--- config.mk ---
export PLATFORM = sky130hd
export DESIGN_NAME = physical_iob_tap_tracker
export DESIGN_NICKNAME = d
export VERILOG_FILES = /design/src/rtl/physical_iob_tap_tracker.sv
export SDC_FILE = /design/constraint.sdc
export NUM_CORES = 1
export LEC_CHECK = 0
export CAP_MARGIN = 20
export CELL_PAD_IN_SITES_DETAIL_PLACEMENT = 1
export CELL_PAD_IN_SITES_GLOBAL_PLACEMENT = 1
export CORE_ASPECT_RATIO = 0.6
export CORE_MARGIN = 3
export CORE_UTILIZATION = 35
export CTS_CLUSTER_SIZE = 30
export DETAILED_ROUTE_END_ITERATION = 12
export PLACE_DENSITY = 0.73
export SETUP_SLACK_MARGIN = 0.4
export SLEW_MARGIN = 0
export SYNTH_ARGS = -nofsm -noshare
export SYNTH_HDL_FRONTEND = slang
export SYNTH_SLANG_ARGS = --single-unit
--- constraint.sdc ---
create_clock -name i_clk -period 2.4 [get_ports i_clk]
set_input_delay 0.48 -clock i_clk [delete_from_list [all_inputs] [get_ports i_clk]]
set_output_delay 0.48 -clock i_clk [all_outputs]
set_load 0.05 [all_outputs]
--- src/rtl/physical_iob_tap_tracker.sv ---
// Continuous eye tracker for one LVDS lane: probes the monitor IDELAY tap at
// both window edges and nudges the master tap away from any edge that errors.
module physical_iob_tap_tracker #(
  parameter int unsigned SERDES_WIDTH    = 4,
  parameter int unsigned TAP_WIDTH       = 5,
  parameter int unsigned WAIT_COMP_WIDTH = 4,
  parameter int unsigned SAMPLE_WIDTH    = 3,
  parameter int unsigned ERR_THRESHOLD   = 1,
  parameter int unsigned MONITOR_INVERT  = 1,
  parameter int unsigned HIT_CNT_WIDTH   = 8
) (
  input  logic                     i_clk,
  input  logic                     i_arst_n,
  input  logic                     i_enable,
  input  logic [SERDES_WIDTH-1:0]  i_serdes_master,
  input  logic [SERDES_WIDTH-1:0]  i_serdes_monitor,
  input  logic [TAP_WIDTH-1:0]     i_init_delay_tabs,
  input  logic [TAP_WIDTH-1:0]     i_init_edge_tabs,
  output logic [TAP_WIDTH-1:0]     o_master_delay_tabs,
  output logic [TAP_WIDTH-1:0]     o_monitor_delay_tabs,
  output logic                     o_delay_tabs_update,
  output logic                     o_run,
  output logic                     o_fail,
  output logic [HIT_CNT_WIDTH-1:0] o_edge_hits
);

  typedef enum logic [3:0] {
    S_IDLE, S_INIT,
    S_SETTLE_L, S_SAMPLE_L, S_ADJ_L, S_MOVE_R,
    S_SETTLE_R, S_SAMPLE_R, S_ADJ_R, S_MOVE_L,
    S_FAIL
  } state_t;

  localparam int unsigned ERR_WIDTH = SAMPLE_WIDTH + 1;
  localparam logic [ERR_WIDTH-1:0] ERR_THR = ERR_WIDTH'(ERR_THRESHOLD);

  // Reset release synchroniser; assertion stays asynchronous.
  logic [1:0] rst_sync_q;
  logic       rst_n;

  always_ff @(posedge i_clk or negedge i_arst_n) begin
    if (!i_arst_n) rst_sync_q <= '0;
    else           rst_sync_q <= {rst_sync_q[0], 1'b1};
  end

  assign rst_n = rst_sync_q[1];

  logic                    en_q;
  logic [SERDES_WIDTH-1:0] master_word_q;
  logic [SERDES_WIDTH-1:0] monitor_word_q;
  logic                    mismatch;

  always_ff @(posedge i_clk or negedge rst_n) begin
    if (!rst_n) begin
      en_q           <= 1'b0;
      master_word_q  <= '0;
      monitor_word_q <= '0;
    end else begin
      en_q           <= i_enable;
      master_word_q  <= i_serdes_master;
      monitor_word_q <= (MONITOR_INVERT != 0) ? ~i_serdes_monitor : i_serdes_monitor;
    end
  end

  assign mismatch = (master_word_q != monitor_word_q);

  state_t                   state_q;
  logic [TAP_WIDTH-1:0]     master_q, master_d;
  logic [TAP_WIDTH-1:0]     monitor_q, monitor_d;
  logic [TAP_WIDTH-1:0]     window_q;
  logic [HIT_CNT_WIDTH-1:0] hits_q;
  logic [WAIT_COMP_WIDTH-1:0] wait_q;
  logic [SAMPLE_WIDTH-1:0]  samp_q;
  logic [ERR_WIDTH-1:0]     err_q;
  logic                     run_q, fail_q, update_q;

  logic [TAP_WIDTH-1:0]     half;
  logic [TAP_WIDTH:0]       left_w, right_w;
  logic                     adj_l_fail, adj_r_fail, edge_hit;
  logic [ERR_WIDTH-1:0]     err_next;
  logic [HIT_CNT_WIDTH-1:0] hits_inc;

  // Extra top bit of left_w/right_w is the borrow/carry: tap range exceeded.
  assign half       = window_q >> 1;
  assign left_w     = {1'b0, master_q} - {1'b0, half};
  assign right_w    = {1'b0, master_q} + {1'b0, half};
  assign adj_l_fail = (master_q == '1) || (monitor_q == '1);
  assign adj_r_fail = (master_q == '0) || (monitor_q == '0);
  assign err_next   = (mismatch && (err_q != '1)) ? err_q + 1'b1 : err_q;
  assign edge_hit   = (err_next >= ERR_THR);
  assign hits_inc   = (hits_q == '1) ? hits_q : hits_q + 1'b1;

  always_comb begin
    master_d  = master_q;
    monitor_d = monitor_q;
    case (state_q)
      S_IDLE: begin
        master_d  = i_init_delay_tabs;
        monitor_d = i_init_delay_tabs;
      end
      S_INIT:   if (!left_w[TAP_WIDTH]) monitor_d = left_w[TAP_WIDTH-1:0];
      S_MOVE_L: if (en_q && !left_w[TAP_WIDTH]) monitor_d = left_w[TAP_WIDTH-1:0];
      S_MOVE_R: if (en_q && !right_w[TAP_WIDTH]) monitor_d = right_w[TAP_WIDTH-1:0];
      S_ADJ_L: if (!adj_l_fail) begin
        master_d  = master_q + 1'b1;
        monitor_d = monitor_q + 1'b1;
      end
      S_ADJ_R: if (!adj_r_fail) begin
        master_d  = master_q - 1'b1;
        monitor_d = monitor_q - 1'b1;
      end
      default: ;
    endcase
  end

  always_ff @(posedge i_clk or negedge rst_n) begin
    if (!rst_n) begin
      state_q   <= S_IDLE;
      master_q  <= '0;
      monitor_q <= '0;
      window_q  <= '0;
      hits_q    <= '0;
      wait_q    <= '0;
      samp_q    <= '0;
      err_q     <= '0;
      run_q     <= 1'b0;
      fail_q    <= 1'b0;
      update_q  <= 1'b0;
    end else begin
      master_q  <= master_d;
      monitor_q <= monitor_d;
      update_q  <= (master_d != master_q) || (monitor_d != monitor_q);
      run_q     <= (state_q != S_IDLE) && (state_q != S_FAIL);
      fail_q    <= (state_q == S_FAIL);
      case (state_q)
        S_IDLE: begin
          window_q <= i_init_edge_tabs;
          if (en_q) state_q <= S_INIT;
        end
        S_INIT: begin
          hits_q  <= '0;
          state_q <= left_w[TAP_WIDTH] ? S_FAIL : S_SETTLE_L;
        end
        S_SETTLE_L, S_SETTLE_R: begin
          if (wait_q == '1) begin
            wait_q  <= '0;
            samp_q  <= '0;
            err_q   <= '0;
            state_q <= (state_q == S_SETTLE_L) ? S_SAMPLE_L : S_SAMPLE_R;
          end else begin
            wait_q <= wait_q + 1'b1;
          end
        end
        S_SAMPLE_L, S_SAMPLE_R: begin
          err_q  <= err_next;
          samp_q <= samp_q + 1'b1;
          if (samp_q == '1) begin
            if (state_q == S_SAMPLE_L) state_q <= edge_hit ? S_ADJ_L : S_MOVE_R;
            else                       state_q <= edge_hit ? S_ADJ_R : S_MOVE_L;
          end
        end
        S_ADJ_L: begin
          if (adj_l_fail) state_q <= S_FAIL;
          else begin
            hits_q  <= hits_inc;
            state_q <= S_SETTLE_L;
          end
        end
        S_ADJ_R: begin
          if (adj_r_fail) state_q <= S_FAIL;
          else begin
            hits_q  <= hits_inc;
            state_q <= S_SETTLE_R;
          end
        end
        S_MOVE_R: begin
          if (!en_q)                  state_q <= S_IDLE;
          else if (right_w[TAP_WIDTH]) state_q <= S_FAIL;
          else                        state_q <= S_SETTLE_R;
        end
        S_MOVE_L: begin
          if (!en_q)                  state_q <= S_IDLE;
          else if (left_w[TAP_WIDTH]) state_q <= S_FAIL;
          else                        state_q <= S_SETTLE_L;
        end
        S_FAIL:  if (!en_q) state_q <= S_IDLE;
        default: state_q <= S_IDLE;
      endcase
    end
  end

  assign o_master_delay_tabs  = master_q;
  assign o_monitor_delay_tabs = monitor_q;
  assign o_delay_tabs_update  = update_q;
  assign o_run                = run_q;
  assign o_fail               = fail_q;
  assign o_edge_hits          = hits_q;

endmodule
==> results.ini, run 1 <==
[run_status]
status = finished with violations
violations = setup timing

[timing]
clock_skew_ns = 0.01715
rsz0062_at_grt = true
finalHoldViolCount = 0
drv_slew = 0
whs_ns = 0.1844
worst-slew-pin-transition_ns = 0.5044
period_minus_slack_ns = 2.756
timing.final.ws_setup_ns = -0.3556
setup_viol = 14
fin_tns_setup_ns = -1.762
max_freq_ghz = 0.3629
slew_headroom_pct = 66.11
fin_crit_sh_pct = 114.8

[cells_and_area]
nFillCells = 1226
drive_gt1_share_pct = 42.02
regArea_um2 = 1287
finalNonFillerCells = 753
final_area_um2 = 6285
fin_util_pct = 58.12
diodes = 0
final_nets = 657
multi_input_area_um2 = 3047
syn_to_final_growth_pct = 57.76

[route]
drc = 0
num_vias = 4510
totalWireLength_mm = 17.36
avgViaCountPerCell = 5.989
wl_per_cell_um = 23.05
drtAntennaViolNets = 0
first_pass_iters = 5
drt-initial-drc-count = 257

[power]
clock_power_share_pct = 8.3
p_per_area_nw_per_um2 = 1476
internal_power_mw = 4.759
irDropWorstVdd_mv = 0.7182
p_switching_mw = 4.518
p_total_mw = 9.277
seqPwrFrac_pct = 17.0
p_sw_share_pct = 48.70
pwr-share-comb_pct = 74.8
p_leak_nw = 2.663

[placed_design]
numPortBuffers = 40
post-place-ws_ns = -0.3806
placedCellCount = 720
place.gp.congestion = 0.9938
dpl_cell_area_um2 = 5409
dpl.hpwl_mm = 12.35

[critical_path]
worstSetupStartpoint = o_master_delay_tabs[1]$_DFF_PN0_
critPathLaunchType = register
critical_path.max_fanout = 6
r2r_start = o_master_delay_tabs[1]$_DFF_PN0_
critical_path.endpoint_type = register
path_class = reg -> reg
cp.required_ns = 2.56
cp.arrival_ns = 2.91

[synth]
synthFlopType = dfrtp_1
yosysWarnings = 0
syn-num-nets = 503
ys_seq_area_share_pct = 32.04
synth-seq-cells = 51
syn_avg_cell_area_um2 = 8.679
netlist_area_um2 = 3984
synth_cells = 459
async_flop_share_pct = 100.0
yosysUniqueCellTypes = 84
synth_edf_count = 0

[clock_tree]
cts_tree = built
numCtsBuffers = 5
cts_root_buf = clkbuf_16
clk_latency_ns = 0.31
clockBufferDepth = 2
htreeDepth = 2
clkTransAtPathRegs_ns = 0.08
cts_sinks = 51

[flow_run]
drv_cap = 0

[grt]
grt_pass1_wl_mm = 25.79
grt_max_degree = 37
grt_pass1_vias = 4623
antenna_found_initial = 0
track_usage_pct = 26.45
gr-total-overflow = 0

[floorplan]
core-area_um2 = 10810
die_w_um = 143.7
ios = 42
rows = 29
die_area_um2 = 12740
initial_utilization_pct = 36.84
die_h_um = 88.64

[min_path]
hold_path_class = reg -> async

## state kept, by name, summed over array words and instances, names as in the netlist
signal / flops
window_q: 4
state_q: 4
o_fail: 1
wait_q: 4
monitor_word_q: 4
o_monitor_delay_tabs: 5
master_word_q: 4
o_master_delay_tabs: 5
rst_sync_q: 2
o_run: 1
samp_q: 3
o_edge_hits: 8
o_delay_tabs_update: 1
err_q: 4
en_q: 1
## cell usage after synthesis, types with 4 or more instances
library cell | count | share of area, %
nor3_1 | 14 | 1.8
and3_1 | 9 | 1.4
nor2b_1 | 5 | 0.79
o32a_1 | 4 | 1.0
dfrtp_1 | 51 | 32
buf_4 | 4 | 0.75
nand2b_1 | 4 | 0.63
ha_1 | 21 | 6.6
a31oi_1 | 8 | 1.3
inv_1 | 27 | 2.5
o21ai_0 | 31 | 3.9
a21oi_1 | 28 | 3.5
mux2i_1 | 5 | 1.3
xnor2_1 | 10 | 2.2
o211ai_1 | 5 | 0.94
a211oi_1 | 8 | 1.5
nand4_1 | 9 | 1.4
nor2_1 | 32 | 3.0
xor2_1 | 11 | 2.4
clkbuf_1 | 11 | 1.0
nand3_1 | 16 | 2.0
a22o_1 | 5 | 1.1
buf_2 | 9 | 1.1
nand2_1 | 39 | 3.7
o22ai_1 | 4 | 0.63
## layout make-up
class	count	share of cell area (%)
Multi-Input combinational cell	354	48.48
Timing Repair Buffer	174	23.95
Sequential cell	51	20.49
Inverter	27	1.891
Tap cell	139	2.767
Clock inverter	3	0.4380
Clock buffer	5	1.991
## what timing repair did
| item | 4_1_cts | 5_1_grt |
|---|---|---|
| buffers inserted | 12 | 13 |
| pin swaps | 51 | 32 |
| endpoints found under the setup margin | 39 | 27 |
| gates resized for setup | 97 | 48 |
| hold buffers | 0 | 0 |
## cell usage in the layout (no fill, tap or decap), types with 4 or more instances in the layout
master           instances
a211oi_1                 4
a211oi_2                 5
a21oi_1                 22
a21oi_2                  6
a22o_1                   5
a31oi_1                  8
and3_1                   5
and3_4                   4
buf_12                   4
buf_4                  112
buf_6                   18
clkbuf_16                5
clkdlybuf4s50_1         22
dfrtp_1                 42
dfrtp_2                  9
dlygate4sd2_1           10
ha_1                    10
ha_4                    10
inv_1                   21
inv_4                    4
nand2_1                 34
nand2b_1                 4
nand3_1                 12
nand3_2                  4
nand4_1                  9
nor2_1                  30
nor2b_1                  4
nor3_1                  12
o211ai_1                 5
o21ai_0                 22
o21ai_1                  6
o21ai_2                  4
o32a_1                   4
xnor2_1                  5
xor2_1                  11
## power by group through the flow
stage	combinational (mW)	sequential [mW]	clock, mW
after detailed placement	5.54	1.55	0
after CTS	6.12	1.56	0.785
after floorplan	2.85	1.91	0
after global routing	7.35	1.62	0.823
after global placement	5.35	1.52	0
final	6.94	1.57	0.768
## cells by family after synthesis
kind of cell,share of synthesized area (%)
AND/OR/NAND/NOR,21.58
AO/OA/AOI/OAI,25.41
buffers and inverters,6.313
flip-flops,32.04
adder cells (fa/ha/maj),7.852
XOR/XNOR,4.617
multiplexers,2.104
other,0.09413
## worst max-delay path, stage by stage (launching register included)
cell       delay [ns]
dfrtp_2          0.46
ha_4             0.19
and3_4           0.15
ha_4             0.17
nor2_4           0.23
buf_4            0.18
nor4b_4          0.22
a311oi_2         0.10
nor4bb_1         0.18
a311oi_1         0.30
o2111a_2         0.30
o2111ai_2        0.11
## metal layers
metal	wire [um]	up-vias	track usage (%)
met5	0	-	0
met4	335	0	5.385
met3	1228	37	5.292
met2	7757	168	41.33
met1	8039	2294	38.29
li1	-	2011	-
## worst paths after layout
kind                            depth (start not counted)  slack [ns]                           endpoint
max in group asynchronous                               1        1.39  o_monitor_delay_tabs[3]$_DFF_PN0_
worst max-delay path                                   11       -0.36      o_delay_tabs_update$_DFF_PN0_
worst max register to register                         11       -0.36      o_delay_tabs_update$_DFF_PN0_
min in group i_clk                                      0        0.36            rst_sync_q[1]$_DFF_PN0_
worst min register to register                          0        0.18         o_edge_hits[0]$_DFFE_PN0P_
worst min-delay path                                    0        0.18         o_edge_hits[0]$_DFFE_PN0P_
Power figures use the tool's default switching activity.
==> run 2, diff against run 1 <==
--- a/config.mk
+++ b/config.mk
@@ -5,6 +5,7 @@
 export SDC_FILE = /design/constraint.sdc
 export NUM_CORES = 1
 export LEC_CHECK = 0
+export ABC_AREA = 1
 export CAP_MARGIN = 20
 export CELL_PAD_IN_SITES_DETAIL_PLACEMENT = 1
 export CELL_PAD_IN_SITES_GLOBAL_PLACEMENT = 1
@@ -13,9 +14,10 @@
 export CORE_UTILIZATION = 35
 export CTS_CLUSTER_SIZE = 30
 export DETAILED_ROUTE_END_ITERATION = 12
-export PLACE_DENSITY = 0.73
+export PLACE_DENSITY = 0.74
 export SETUP_SLACK_MARGIN = 0.4
 export SLEW_MARGIN = 0
 export SYNTH_ARGS = -nofsm -noshare
 export SYNTH_HDL_FRONTEND = slang
 export SYNTH_SLANG_ARGS = --single-unit
+export TNS_END_PERCENT = 20
==> run 2 against run 1 <==
  * Sequential power barely moved
  * Cell area fell by 10%
  * Largest cell class unchanged
  * Flip-flop and latch count did not move
  * The run still ends with setup timing left
  * Routed wire length fell by 13%
==> results.ini, run 2 <==
[run_status]
status = finished with violations
violations = setup timing

[critical_path]
critical_path.endpoint_type = register
critical_path.max_fanout = 5
path_class = reg -> reg
critPathLaunchType = register
cp.arrival_ns = 2.66
cp.required_ns = 2.59

[synth]
synth.most_common_cell = nand2_1
ys_seq_area_share_pct = 32.07
syn-num-nets = 607
yosys.area.top_type_share_pct = 32.07
netlist_area_um2 = 3980
synthTopCellsByArea = dfrtp_1, nand2_1, nand3_1, inv_1, ha_1
async_flop_share_pct = 100.0
synth-seq-cells = 51
yosysUniqueCellTypes = 45
synthFlopType = dfrtp_1
synthTopCellsByCount = nand2_1, nand3_1, inv_1
synth_cells = 563
yosysWarnings = 0
synth_edf_count = 0
syn_avg_cell_area_um2 = 7.069
synth_top_area_cell = dfrtp_1

[placed_design]
placedCellCount = 781
dpl.hpwl_mm = 11.05
place.gp.congestion = 0.9193
post-place-ws_ns = -0.09575
numPortBuffers = 40
dpl_cell_area_um2 = 4965

[timing]
drv_slew = 0
fin_crit_sh_pct = 103.1
worst-slew-pin-transition_ns = 0.6819
setup_viol = 1
timing.final.ws_setup_ns = -0.07353
fin_tns_setup_ns = -0.07353
period_minus_slack_ns = 2.474
rsz0062_at_grt = true
slew_headroom_pct = 54.54
clock_skew_ns = 0.004388
max_freq_ghz = 0.4043
finalHoldViolCount = 0

[clock_tree]
cts_tree = built
clockBufferDepth = 2
cts_sinks = 51
clkTransAtPathRegs_ns = 0.08
cts_root_buf = clkbuf_16
clk_latency_ns = 0.30
numCtsBuffers = 5
hold_buffers = 0
htreeDepth = 2

[cells_and_area]
layout_common_cells = nand2_1, buf_4, inv_1
largest_reg_flops = 8
syn_to_final_growth_pct = 42.19
drive_gt1_share_pct = 34.02
final_nets = 719
layout_commonest_cell = nand2_1
fin_util_pct = 52.34
diodes = 0
final_area_um2 = 5659
finalNonFillerCells = 815

[power]
p_per_area_nw_per_um2 = 1610
pwr-share-comb_pct = 74.5
p_switching_mw = 4.942
p_sw_share_pct = 54.23
clock_power_share_pct = 8.4
seqPwrFrac_pct = 17.1
p_leak_nw = 2.768
irDropWorstVdd_mv = 0.7849
internal_power_mw = 4.172

[floorplan]
core-area_um2 = 10810
die_w_um = 143.7
ios = 42
die_h_um = 88.60
rows = 29
die_area_um2 = 12730
initial_utilization_pct = 36.81

[route]
wl_per_cell_um = 18.58
drc = 0
first_pass_iters = 5
drt-initial-drc-count = 271
drtAntennaViolNets = 0
totalWireLength_mm = 15.14
avgViaCountPerCell = 5.396
num_vias = 4398

[flow_run]
drv_cap = 0

[grt]
busiest_layer = met2
antenna_found_initial = 0
grt_max_degree = 50
grtUsageMet2_pct = 35.78
grt_pass1_wl_mm = 22.83
use_met1_pct = 33.94
gr-total-overflow = 0
use_met3_pct = 4.590
grt_pass1_vias = 4439
track_usage_pct = 23.23

[min_path]
hold_path_class = in -> async

## run 2: worst max-delay path, stage by stage (launching register included)
cell     delay, ns
dfrtp_2       0.49
ha_4          0.18
inv_4         0.04
nor3_4        0.16
ha_4          0.19
inv_2         0.04
nand2_4       0.07
buf_4         0.13
nand2_1       0.04
nand2_1       0.07
nor2_1        0.05
nor2_1        0.15
nand2_1       0.09
nand3_1       0.07
nand4_1       0.11
nor2_1        0.17
nand3_2       0.11
nor2_4        0.11
nand3_2       0.07
## run 2: cell type report
| class | instances | area [um2] |
|---|---|---|
| multi-input cells | 421 | 2738 |
| well taps | 139 | 173.9 |
| inverters | 80 | 317.8 |
| fillers | 1359 | 5154 |
| clock buffers | 6 | 128.9 |
| clock inverters | 2 | 16.27 |
| flip-flops and latches | 51 | 1290 |
| repair buffers | 116 | 994.7 |
## run 2: kinds of logic after synthesis
family          count (synthesis)  share of synthesized area [%]
buf+inv                        91                          9.431
xor+xnor                       11                          2.421
fa+ha+maj                      23                          7.608
other cells                     1                        0.09422
flops                          51                          32.07
compound gates                 57                          8.582
simple gates                  329                          39.80
## run 2: layer usage
metal	up-vias	part of all wire [%]	wire length [um]
met3	28	6.7	1011
li1	2058	-	-
met2	145	45	6793
met5	-	0	0
met4	0	1.7	257
met1	2167	47	7077
## run 2: timing repair
| item | 4_1_cts | 5_1_grt |
|---|---|---|
| setup buffers | 6 | 20 |
| endpoints found under the hold margin | 0 | 0 |
| setup endpoints to repair | 32 | 37 |
| pin swaps | 29 | 54 |
| gates resized for setup | 43 | 87 |
## run 2: path summary, 6_finish.rpt
path | start | cells past startpoint | to | slack (ns)
max | o_master_delay_tabs[0]$_DFF_PN0_ | 18 | o_delay_tabs_update$_DFF_PN0_ | -0.07
min | i_arst_n | 1 | rst_sync_q[0]$_DFF_PN0_ | 0.33
max reg2reg | o_master_delay_tabs[0]$_DFF_PN0_ | 18 | o_delay_tabs_update$_DFF_PN0_ | -0.07
min reg2reg | rst_sync_q[0]$_DFF_PN0_ | 0 | rst_sync_q[1]$_DFF_PN0_ | 0.36
max in group asynchronous | rst_sync_q[1]$_DFF_PN0_ | 1 | o_monitor_delay_tabs[0]$_DFF_PN0_ | 1.51
min in group i_clk | rst_sync_q[0]$_DFF_PN0_ | 0 | rst_sync_q[1]$_DFF_PN0_ | 0.36
## run 2: power by group through the flow
stage | logic (mW) | registers (mW) | clock network [mW]
after floorplan | 3.34 | 1.84 | 0
after global placement | 5.38 | 1.53 | 0
after detailed placement | 5.60 | 1.55 | 0
after CTS | 5.82 | 1.53 | 0.786
after global routing | 7.44 | 1.59 | 0.817
final | 6.79 | 1.56 | 0.765
## run 2: stage by stage
stage               power [mW]  hold WS (ns)
finish                   9.114        0.3251
global route             9.846        0.3247
CTS                      8.129        0.3254
detailed placement       7.152        0.3404
global placement         6.910        0.3363
floorplan                5.179        0.1844
